<file path="src/rtl/ppi_pkg.sv">
// Shared constants for the handshaking PPI: bus addresses, control-word bits,
// port C handshake line positions and the handshake ownership mask.
package ppi_pkg;

    localparam logic [1:0] ADDR_A   = 2'd0;
    localparam logic [1:0] ADDR_B   = 2'd1;
    localparam logic [1:0] ADDR_C   = 2'd2;
    localparam logic [1:0] ADDR_CTL = 2'd3;

    localparam logic [7:0] MODE_RST = 8'h9B;

    localparam int CW_MODE_SET = 7;
    localparam int CW_A_M2     = 6;
    localparam int CW_A_M1     = 5;
    localparam int CW_A_IN     = 4;
    localparam int CW_CU_IN    = 3;
    localparam int CW_B_M1     = 2;
    localparam int CW_B_IN     = 1;
    localparam int CW_CL_IN    = 0;

    localparam int PC_INTR_A = 3;
    localparam int PC_STB_A  = 4;
    localparam int PC_IBF_A  = 5;
    localparam int PC_ACK_A  = 6;
    localparam int PC_OBF_A  = 7;
    localparam int PC_INTR_B = 0;
    localparam int PC_IBF_B  = 1;
    localparam int PC_STB_B  = 2;

    // Port C bits taken over by the handshake logic for the current mode.
    function automatic logic [7:0] own_mask(input logic a_hs, input logic a_in,
                                            input logic b_hs);
        logic [7:0] m;
        m = '0;
        if (a_hs) begin
            m[PC_INTR_A] = 1'b1;
            if (a_in) begin
                m[PC_STB_A] = 1'b1;
                m[PC_IBF_A] = 1'b1;
            end else begin
                m[PC_ACK_A] = 1'b1;
                m[PC_OBF_A] = 1'b1;
            end
        end
        if (b_hs) begin
            m[PC_INTR_B] = 1'b1;
            m[PC_IBF_B]  = 1'b1;
            m[PC_STB_B]  = 1'b1;
        end
        return m;
    endfunction

endpackage

</file>
<file path="src/rtl/ppi_hs_chan.sv">
// One strobed-handshake group: pin synchroniser, edge detect, aligned data
// pipeline, input latch, output register and IBF/OBF/INTE/INTR state.
module ppi_hs_chan #(
    parameter int W    = 8,
    parameter int SYNC = 2
) (
    input  logic         clk_i,
    input  logic         rst_ni,
    input  logic         cke_i,
    input  logic         clr_i,
    input  logic         hs_en_i,
    input  logic         dir_in_i,
    input  logic         pin_i,
    input  logic [W-1:0] din_i,
    input  logic         wr_i,
    input  logic [W-1:0] wdata_i,
    input  logic         rd_lead_i,
    input  logic         rd_trail_i,
    input  logic         inte_wr_i,
    input  logic         inte_val_i,
    output logic [W-1:0] dout_o,
    output logic [W-1:0] latch_o,
    output logic         ibf_o,
    output logic         obf_o,
    output logic         inte_o,
    output logic         intr_o
);

    logic [SYNC-1:0] sync_q;
    logic            prev_q;
    logic [2:0]      arm_q;
    logic [W-1:0]    dpipe_q [SYNC];
    logic [W-1:0]    dout_q, dout_d, latch_q, latch_d;
    logic            ibf_q, ibf_d, obf_q, obf_d, inte_q, inte_d, intr_q, intr_d;
    logic            armed, fall, rise;

    // Edges are only honoured once anything sampled near reset release has
    // drained out of the synchroniser.
    assign armed = (arm_q == 3'(2 * SYNC));
    assign fall  = armed & prev_q & ~sync_q[SYNC-1];
    assign rise  = armed & ~prev_q & sync_q[SYNC-1];

    always_ff @(posedge clk_i) begin
        if (cke_i) begin
            dpipe_q[0] <= din_i;
            for (int i = 1; i < SYNC; i++) dpipe_q[i] <= dpipe_q[i-1];
        end
    end

    always_comb begin
        dout_d  = dout_q;
        latch_d = latch_q;
        ibf_d   = ibf_q;
        obf_d   = obf_q;
        inte_d  = inte_q;
        intr_d  = intr_q;
        if (wr_i) dout_d = wdata_i;
        if (hs_en_i && dir_in_i) begin
            if (fall) begin
                latch_d = dpipe_q[SYNC-1];
                ibf_d   = 1'b1;
            end else if (rd_trail_i) begin
                ibf_d = 1'b0;
            end
            if (rise && ibf_q && inte_q) intr_d = 1'b1;
            else if (rd_lead_i)          intr_d = 1'b0;
        end else if (hs_en_i) begin
            if (wr_i) begin
                obf_d  = 1'b1;
                intr_d = 1'b0;
            end else begin
                if (fall) obf_d  = 1'b0;
                if (rise) intr_d = inte_q;
            end
        end
        if (inte_wr_i) inte_d = inte_val_i;
        if (clr_i) begin
            dout_d  = '0;
            latch_d = '0;
            ibf_d   = 1'b0;
            obf_d   = 1'b0;
            inte_d  = 1'b0;
            intr_d  = 1'b0;
        end
    end

    always_ff @(posedge clk_i or negedge rst_ni) begin
        if (!rst_ni) begin
            sync_q  <= '1;
            prev_q  <= 1'b1;
            arm_q   <= '0;
            dout_q  <= '0;
            latch_q <= '0;
            ibf_q   <= 1'b0;
            obf_q   <= 1'b0;
            inte_q  <= 1'b0;
            intr_q  <= 1'b0;
        end else if (cke_i) begin
            sync_q  <= {sync_q[SYNC-2:0], pin_i};
            prev_q  <= sync_q[SYNC-1];
            if (!armed) arm_q <= arm_q + 3'd1;
            dout_q  <= dout_d;
            latch_q <= latch_d;
            ibf_q   <= ibf_d;
            obf_q   <= obf_d;
            inte_q  <= inte_d;
            intr_q  <= intr_d;
        end
    end

    assign dout_o  = dout_q;
    assign latch_o = latch_q;
    assign ibf_o   = ibf_q;
    assign obf_o   = obf_q;
    assign inte_o  = inte_q;
    assign intr_o  = intr_q;

endmodule

</file>
<file path="src/rtl/ppi_hs.sv">
// 8255-style PPI with mode 0 basic I/O and mode 1 strobed handshakes on groups
// A and B; holds the mode register, bus decode, port C merge and read mux.
module ppi_hs
    import ppi_pkg::*;
#(
    parameter int W    = 8,
    parameter int SYNC = 2
) (
    input  logic         clk_sys,
    input  logic         reset_n,
    input  logic         cke,
    input  logic [1:0]   addr,
    input  logic [7:0]   idata,
    output logic [7:0]   odata,
    input  logic         cs,
    input  logic         we,
    input  logic         oe,
    input  logic [W-1:0] ipa,
    output logic [W-1:0] opa,
    input  logic [W-1:0] ipb,
    output logic [W-1:0] opb,
    input  logic [7:0]   ipc,
    output logic [7:0]   opc,
    output logic         intr_a,
    output logic         intr_b
);

    logic [7:0]   mode_q, mode_d, opc_q, opc_d, own, c_dir_out, c_out, c_rd;
    logic         we_q, rda_q, rdb_q;
    logic         a_hs, a_in, b_hs, b_in;
    logic         wr_pulse, ctl_wr, mode_set, bsr, rd_a, rd_b;
    logic [2:0]   bsr_bit, inte_pos_a;
    logic         inte_wr_a, inte_wr_b;
    logic [W-1:0] wdata, dout_a, latch_a, dout_b, latch_b;
    logic         ibf_a, obf_a, inte_a, ibf_b, obf_b, inte_b;

    assign a_hs = mode_q[CW_A_M2] | mode_q[CW_A_M1];
    assign a_in = mode_q[CW_A_IN];
    assign b_hs = mode_q[CW_B_M1];
    assign b_in = mode_q[CW_B_IN];
    assign c_dir_out = {{4{~mode_q[CW_CU_IN]}}, {4{~mode_q[CW_CL_IN]}}};
    assign own = own_mask(a_hs, a_in, b_hs);

    assign wr_pulse   = cke & cs & we & ~we_q;
    assign ctl_wr     = wr_pulse & (addr == ADDR_CTL);
    assign mode_set   = ctl_wr & idata[CW_MODE_SET];
    assign bsr        = ctl_wr & ~idata[CW_MODE_SET];
    assign bsr_bit    = idata[3:1];
    assign inte_pos_a = a_in ? 3'(PC_STB_A) : 3'(PC_ACK_A);
    assign inte_wr_a  = bsr & a_hs & (bsr_bit == inte_pos_a);
    assign inte_wr_b  = bsr & b_hs & (bsr_bit == 3'(PC_STB_B));
    assign rd_a       = cs & oe & (addr == ADDR_A);
    assign rd_b       = cs & oe & (addr == ADDR_B);
    assign wdata      = W'(idata);

    always_comb begin
        mode_d = mode_q;
        opc_d  = opc_q;
        if (wr_pulse && addr == ADDR_C) opc_d = (opc_q & own) | (idata & ~own);
        if (mode_set) begin
            mode_d = idata;
            opc_d  = '0;
        end else if (bsr && !own[bsr_bit]) begin
            opc_d[bsr_bit] = idata[0];
        end
    end

    always_ff @(posedge clk_sys or negedge reset_n) begin
        if (!reset_n) begin
            mode_q <= MODE_RST;
            opc_q  <= '0;
            we_q   <= 1'b0;
            rda_q  <= 1'b0;
            rdb_q  <= 1'b0;
        end else if (cke) begin
            mode_q <= mode_d;
            opc_q  <= opc_d;
            we_q   <= cs & we;
            rda_q  <= rd_a;
            rdb_q  <= rd_b;
        end
    end

    ppi_hs_chan #(.W(W), .SYNC(SYNC)) u_chan_a (
        .clk_i(clk_sys), .rst_ni(reset_n), .cke_i(cke), .clr_i(mode_set),
        .hs_en_i(a_hs), .dir_in_i(a_in),
        .pin_i(a_in ? ipc[PC_STB_A] : ipc[PC_ACK_A]), .din_i(ipa),
        .wr_i(wr_pulse & (addr == ADDR_A)), .wdata_i(wdata),
        .rd_lead_i(cke & rd_a & ~rda_q), .rd_trail_i(cke & rda_q & ~rd_a),
        .inte_wr_i(inte_wr_a), .inte_val_i(idata[0]),
        .dout_o(dout_a), .latch_o(latch_a), .ibf_o(ibf_a), .obf_o(obf_a),
        .inte_o(inte_a), .intr_o(intr_a)
    );

    ppi_hs_chan #(.W(W), .SYNC(SYNC)) u_chan_b (
        .clk_i(clk_sys), .rst_ni(reset_n), .cke_i(cke), .clr_i(mode_set),
        .hs_en_i(b_hs), .dir_in_i(b_in),
        .pin_i(ipc[PC_STB_B]), .din_i(ipb),
        .wr_i(wr_pulse & (addr == ADDR_B)), .wdata_i(wdata),
        .rd_lead_i(cke & rd_b & ~rdb_q), .rd_trail_i(cke & rdb_q & ~rd_b),
        .inte_wr_i(inte_wr_b), .inte_val_i(idata[0]),
        .dout_o(dout_b), .latch_o(latch_b), .ibf_o(ibf_b), .obf_o(obf_b),
        .inte_o(inte_b), .intr_o(intr_b)
    );

    // Handshake-owned C bits: pins drive status, reads show INTE on STB/ACK.
    always_comb begin
        c_out = opc_q | ~c_dir_out;
        c_rd  = (opc_q & c_dir_out) | (ipc & ~c_dir_out);
        if (a_hs) begin
            c_out[PC_INTR_A] = intr_a;
            c_rd[PC_INTR_A]  = intr_a;
            if (a_in) begin
                c_out[PC_STB_A] = 1'b1;
                c_rd[PC_STB_A]  = inte_a;
                c_out[PC_IBF_A] = ibf_a;
                c_rd[PC_IBF_A]  = ibf_a;
            end else begin
                c_out[PC_ACK_A] = 1'b1;
                c_rd[PC_ACK_A]  = inte_a;
                c_out[PC_OBF_A] = ~obf_a;
                c_rd[PC_OBF_A]  = ~obf_a;
            end
        end
        if (b_hs) begin
            c_out[PC_INTR_B] = intr_b;
            c_rd[PC_INTR_B]  = intr_b;
            c_out[PC_IBF_B]  = b_in ? ibf_b : ~obf_b;
            c_rd[PC_IBF_B]   = b_in ? ibf_b : ~obf_b;
            c_out[PC_STB_B]  = 1'b1;
            c_rd[PC_STB_B]   = inte_b;
        end
    end

    assign opa = a_in ? '1 : dout_a;
    assign opb = b_in ? '1 : dout_b;
    assign opc = c_out;

    always_comb begin
        odata = 8'hFF;
        if (cs && oe) begin
            case (addr)
                ADDR_A:  odata = a_in ? (a_hs ? latch_a[7:0] : ipa[7:0]) : dout_a[7:0];
                ADDR_B:  odata = b_in ? (b_hs ? latch_b[7:0] : ipb[7:0]) : dout_b[7:0];
                ADDR_C:  odata = c_rd;
                default: odata = mode_q;
            endcase
        end
    end

endmodule

</file>
<file path="config.mk">
export PLATFORM = sky130hd
export DESIGN_NAME = ppi_hs
export DESIGN_NICKNAME = d
export VERILOG_FILES = /design/src/rtl/ppi_pkg.sv /design/src/rtl/ppi_hs_chan.sv /design/src/rtl/ppi_hs.sv
export SDC_FILE = /design/constraint.sdc
export NUM_CORES = 1
export LEC_CHECK = 0
export ABC_AREA = 1
export BUFFER_PORTS_ARGS = -buffer_cell sky130_fd_sc_hd__buf_2
export CORE_UTILIZATION = 45
export DETAILED_ROUTE_END_ITERATION = 6
export PLACE_DENSITY = 0.74
export SYNTH_ARGS = -nofsm -noshare
export SYNTH_HDL_FRONTEND = slang
export SYNTH_SLANG_ARGS = --single-unit
export TNS_END_PERCENT = 50
</file>
<file path="constraint.sdc">
create_clock -name clk_sys -period 4.4 [get_ports clk_sys]
set_clock_uncertainty 0.2 [all_clocks]
set_input_delay 0 -clock clk_sys [delete_from_list [all_inputs] [get_ports clk_sys]]
set_output_delay 0 -clock clk_sys [all_outputs]
set_load 0.01 [all_outputs]
</file>
==> impl_results.md <==
* Worst setup SP type: input port
* Die X at 111 um
* WS Path Type: in -> reg
* Post-DRT Antenna Nets at 0
* Die height at 111 um
* Clock Tree Root: clkbuf_16
* Rows at 39
* FMAX at around 0.35 GHz
* Relative slew margins at 27.9%
* Mean Syn Cell Area at 7.98 um^2
* Max clock buf depth at 2
* Wire per inst at 17.5 um
* Post-DP HPWL at 11300 um
* Top post-synthesis cells by area: dfrtp_1, edfxtp_1, nand2_1, nand3_1, dfstp_2
* # Post-CTS Setup Buffers at 0
* Vias in the first global route at 4842
* Initial antenna violation count at 0
* Outcome: complete, but fails checks
* Routed WL at 16100 um
* FILL cells at 1048
* Synth top area share at 27.9%
* Setup TNS at 0 ns
* Drc violations at 4
* Cells after Synth at 675
* CP max FO at 39
* FFs w/ async S/R, synth at a little under 70%
* Period utilization at 64.7%
* Worst min-delay path class: in -> reg
* P_leak at ~0.0031 uW
* Final min period at between 2 and 3 ns
* Starting density of the core at a little under half
* Vias at 5062
* CTS H-Tree Depth at 3
* Largest net degree at the start of global routing at 72
* Final Util at 56.2%
* RSZ-0062 raised after global routing: false
* Sink Count at 103
* CORE AREA at 11500 um^2
* First-pass GRT wire length at roughly 25000 um
* CP Capture Type: flip-flop
* GRT Total Usage at 26.7%
* Sequential-to-total area share from yosys stat at between 50% and 60%
* Pwr Total at 2920 uW
* Num ports at 74
* Die area at about 12000 um^2
* Commonest non-fill, non-tap cell in the layout: nand2_1
* Layout cells sized above 1 at 17.4%
* Most frequent cells in the layout: nand2_1, nand3_1, buf_2, dfrtp_1, inv_1
* Antenna Cells at 0
* Final setup fails at 0
* Skew-Pair Late Insertion Delay at approximately 0.36 ns
* Count of final hold-check violations at 0
* Area leader, netlist: dfrtp_1
* Fin. max-slew vios at 0
* CTS tree: built
* P per Cell Area at 452 nW/um^2
* Input/output buffers at 73
* Top_reg_cell synth: dfrtp_1
* Vias/cell at 5.50
* Max-cap violation count at 0
* Yosys reg bits at roughly 100
* Required @ worst endpoint at 4.47 ns
* Warnings, synthesis at 0
* Arr. time, crit path at between 2 and 3 ns
* Peak VDD IR at 0.269 mV
* CTS clk-pin slew, worst paths at about 0.070 ns
* DR pass1 iterations at 7
* Failing checks: DRC
* Cell variety after synth at 35
* CTS Buf Count at 9
* Layout Area Growth over Synthesis at 20.2%
* DR iter-0 viols at between 400 and 500
* RD Place Congestion at 0.915
* Post-Syn Area at 5380 um^2
* Fin nets at slightly above 800
* Slew @ Worst Pin at approximately 1.1 ns
* Synthesized net count at between 700 and 800
* Post-synth EDFFs at 32
* GR Overflow Total at 0
-- through the flow --
stage	instance area, um^2	hold slack [ns]	setup WS, ns	std cells
floorplan	5380	-0.496	2.60	675
global placement	5790	-0.00262	1.99	867
detailed placement	5790	-0.00366	1.88	867
CTS	6470	0.0205	1.59	920
global route	6470	0.0827	1.46	920
finish	6470	0.0476	1.55	920
-- power breakdown --
part / leakage (uW) / total [uW] / internal (uW) / switching, uW
logic: 0.00177 / 790 / 295 / 496
registers: 0.00120 / 1300 / 1160 / 135
clock network: 0.000144 / 834 / 449 / 384
-- critical path: stages --
cell	delay, ns
dlygate4sd3_1	0.54
buf_2	0.15
nand3_2	0.08
dlygate4sd3_1	0.62
nor2_4	0.07
nand3_2	0.18
buf_4	0.43
nand2_1	0.23
inv_1	0.37
nand2_1	0.12
o21ai_0	0.10
-- final timing paths --
check | from | end | slack [ns] | cells after the start
max | we | u_chan_a.dout_o[5]$_DFFE_PN0P_ | 1.55 | 11
min | oe | rdb_q$_DFFE_PN0P_ | 0.05 | 5
max reg2reg | mode_q[2]$_DFFE_PN0P_ | opc_q[6]$_DFFE_PN0P_ | 1.85 | 8
min reg2reg | u_chan_a.dpipe_q[0][7]$_DFFE_PP_ | u_chan_a.dpipe_q[0][15]$_DFFE_PP_ | 0.22 | 0
max in group asynchronous | reset_n | opc_q[5]$_DFFE_PN0P_ | 3.16 | 3
min in group asynchronous | reset_n | u_chan_b.dout_o[5]$_DFFE_PN0P_ | 0.18 | 3
-- Yosys cell counts (2+ instances only) --
cell type,number
nor2_1,32
nand4_1,12
nor2_2,2
buf_6,4
clkbuf_1,9
dfrtp_1,60
or2_2,13
edfxtp_1,32
a21boi_0,2
nor3_1,9
xor2_1,2
nand2_1,240
o21ai_1,15
nand3_2,4
xnor2_1,2
dfstp_2,11
a21oi_1,10
nor2_4,2
o211ai_1,2
buf_2,11
ha_1,4
o21ai_0,47
inv_2,8
inv_1,50
o22ai_1,2
nand3_1,79
buf_4,3
-- layout make-up --
cell class              count  area (um^2)  area share [%]
inverters                  59          221            3.42
repair buffers            113          758            11.7
multi-input cells         486         2250            34.8
clock buffers               9          225            3.48
flip-flops and latches    103         2750            42.5
well taps                 143          179            2.77
clock inverters             7         80.1            1.24
-- timing repair --
action	in CTS	in global routing
hold endpoints to repair	115	0
hold buffers	37	0
resized for setup	0	0
setup endpoints to repair	0	0
-- routing by layer --
metal	up-vias	part of all wire, %	wire length (um)	GRT usage, %
met2	229	48	7660	43.6
met1	2388	42	6770	33.7
li1	2404	-	-	-
met4	0	3.0	476	12.6
met5	-	0	0	0
met3	41	7.4	1190	6.21
-- sequential cells by signal, summed over array words and instances (netlist names), 8 cells and up --
register	cells
u_chan_a.latch_o	8
u_chan_b.dpipe_q	16
u_chan_a.dout_o	8
mode_q	8
u_chan_a.dpipe_q	16
opc_q	8
u_chan_b.latch_o	8
u_chan_b.dout_o	8
-- cells by family (layout without fill, tap and decap cells) --
| family | Yosys count | count (layout) | share of synthesized area, % |
|---|---|---|---|
| xor+xnor | 4 | 4 | 0.651 |
| simple gates | 396 | 396 | 32.1 |
| buf+inv | 86 | 188 | 7.02 |
| fa+ha+maj | 4 | 4 | 0.930 |
| flops | 103 | 103 | 51.1 |
| compound gates | 82 | 82 | 8.23 |
Power figures use the tool's default switching activity.
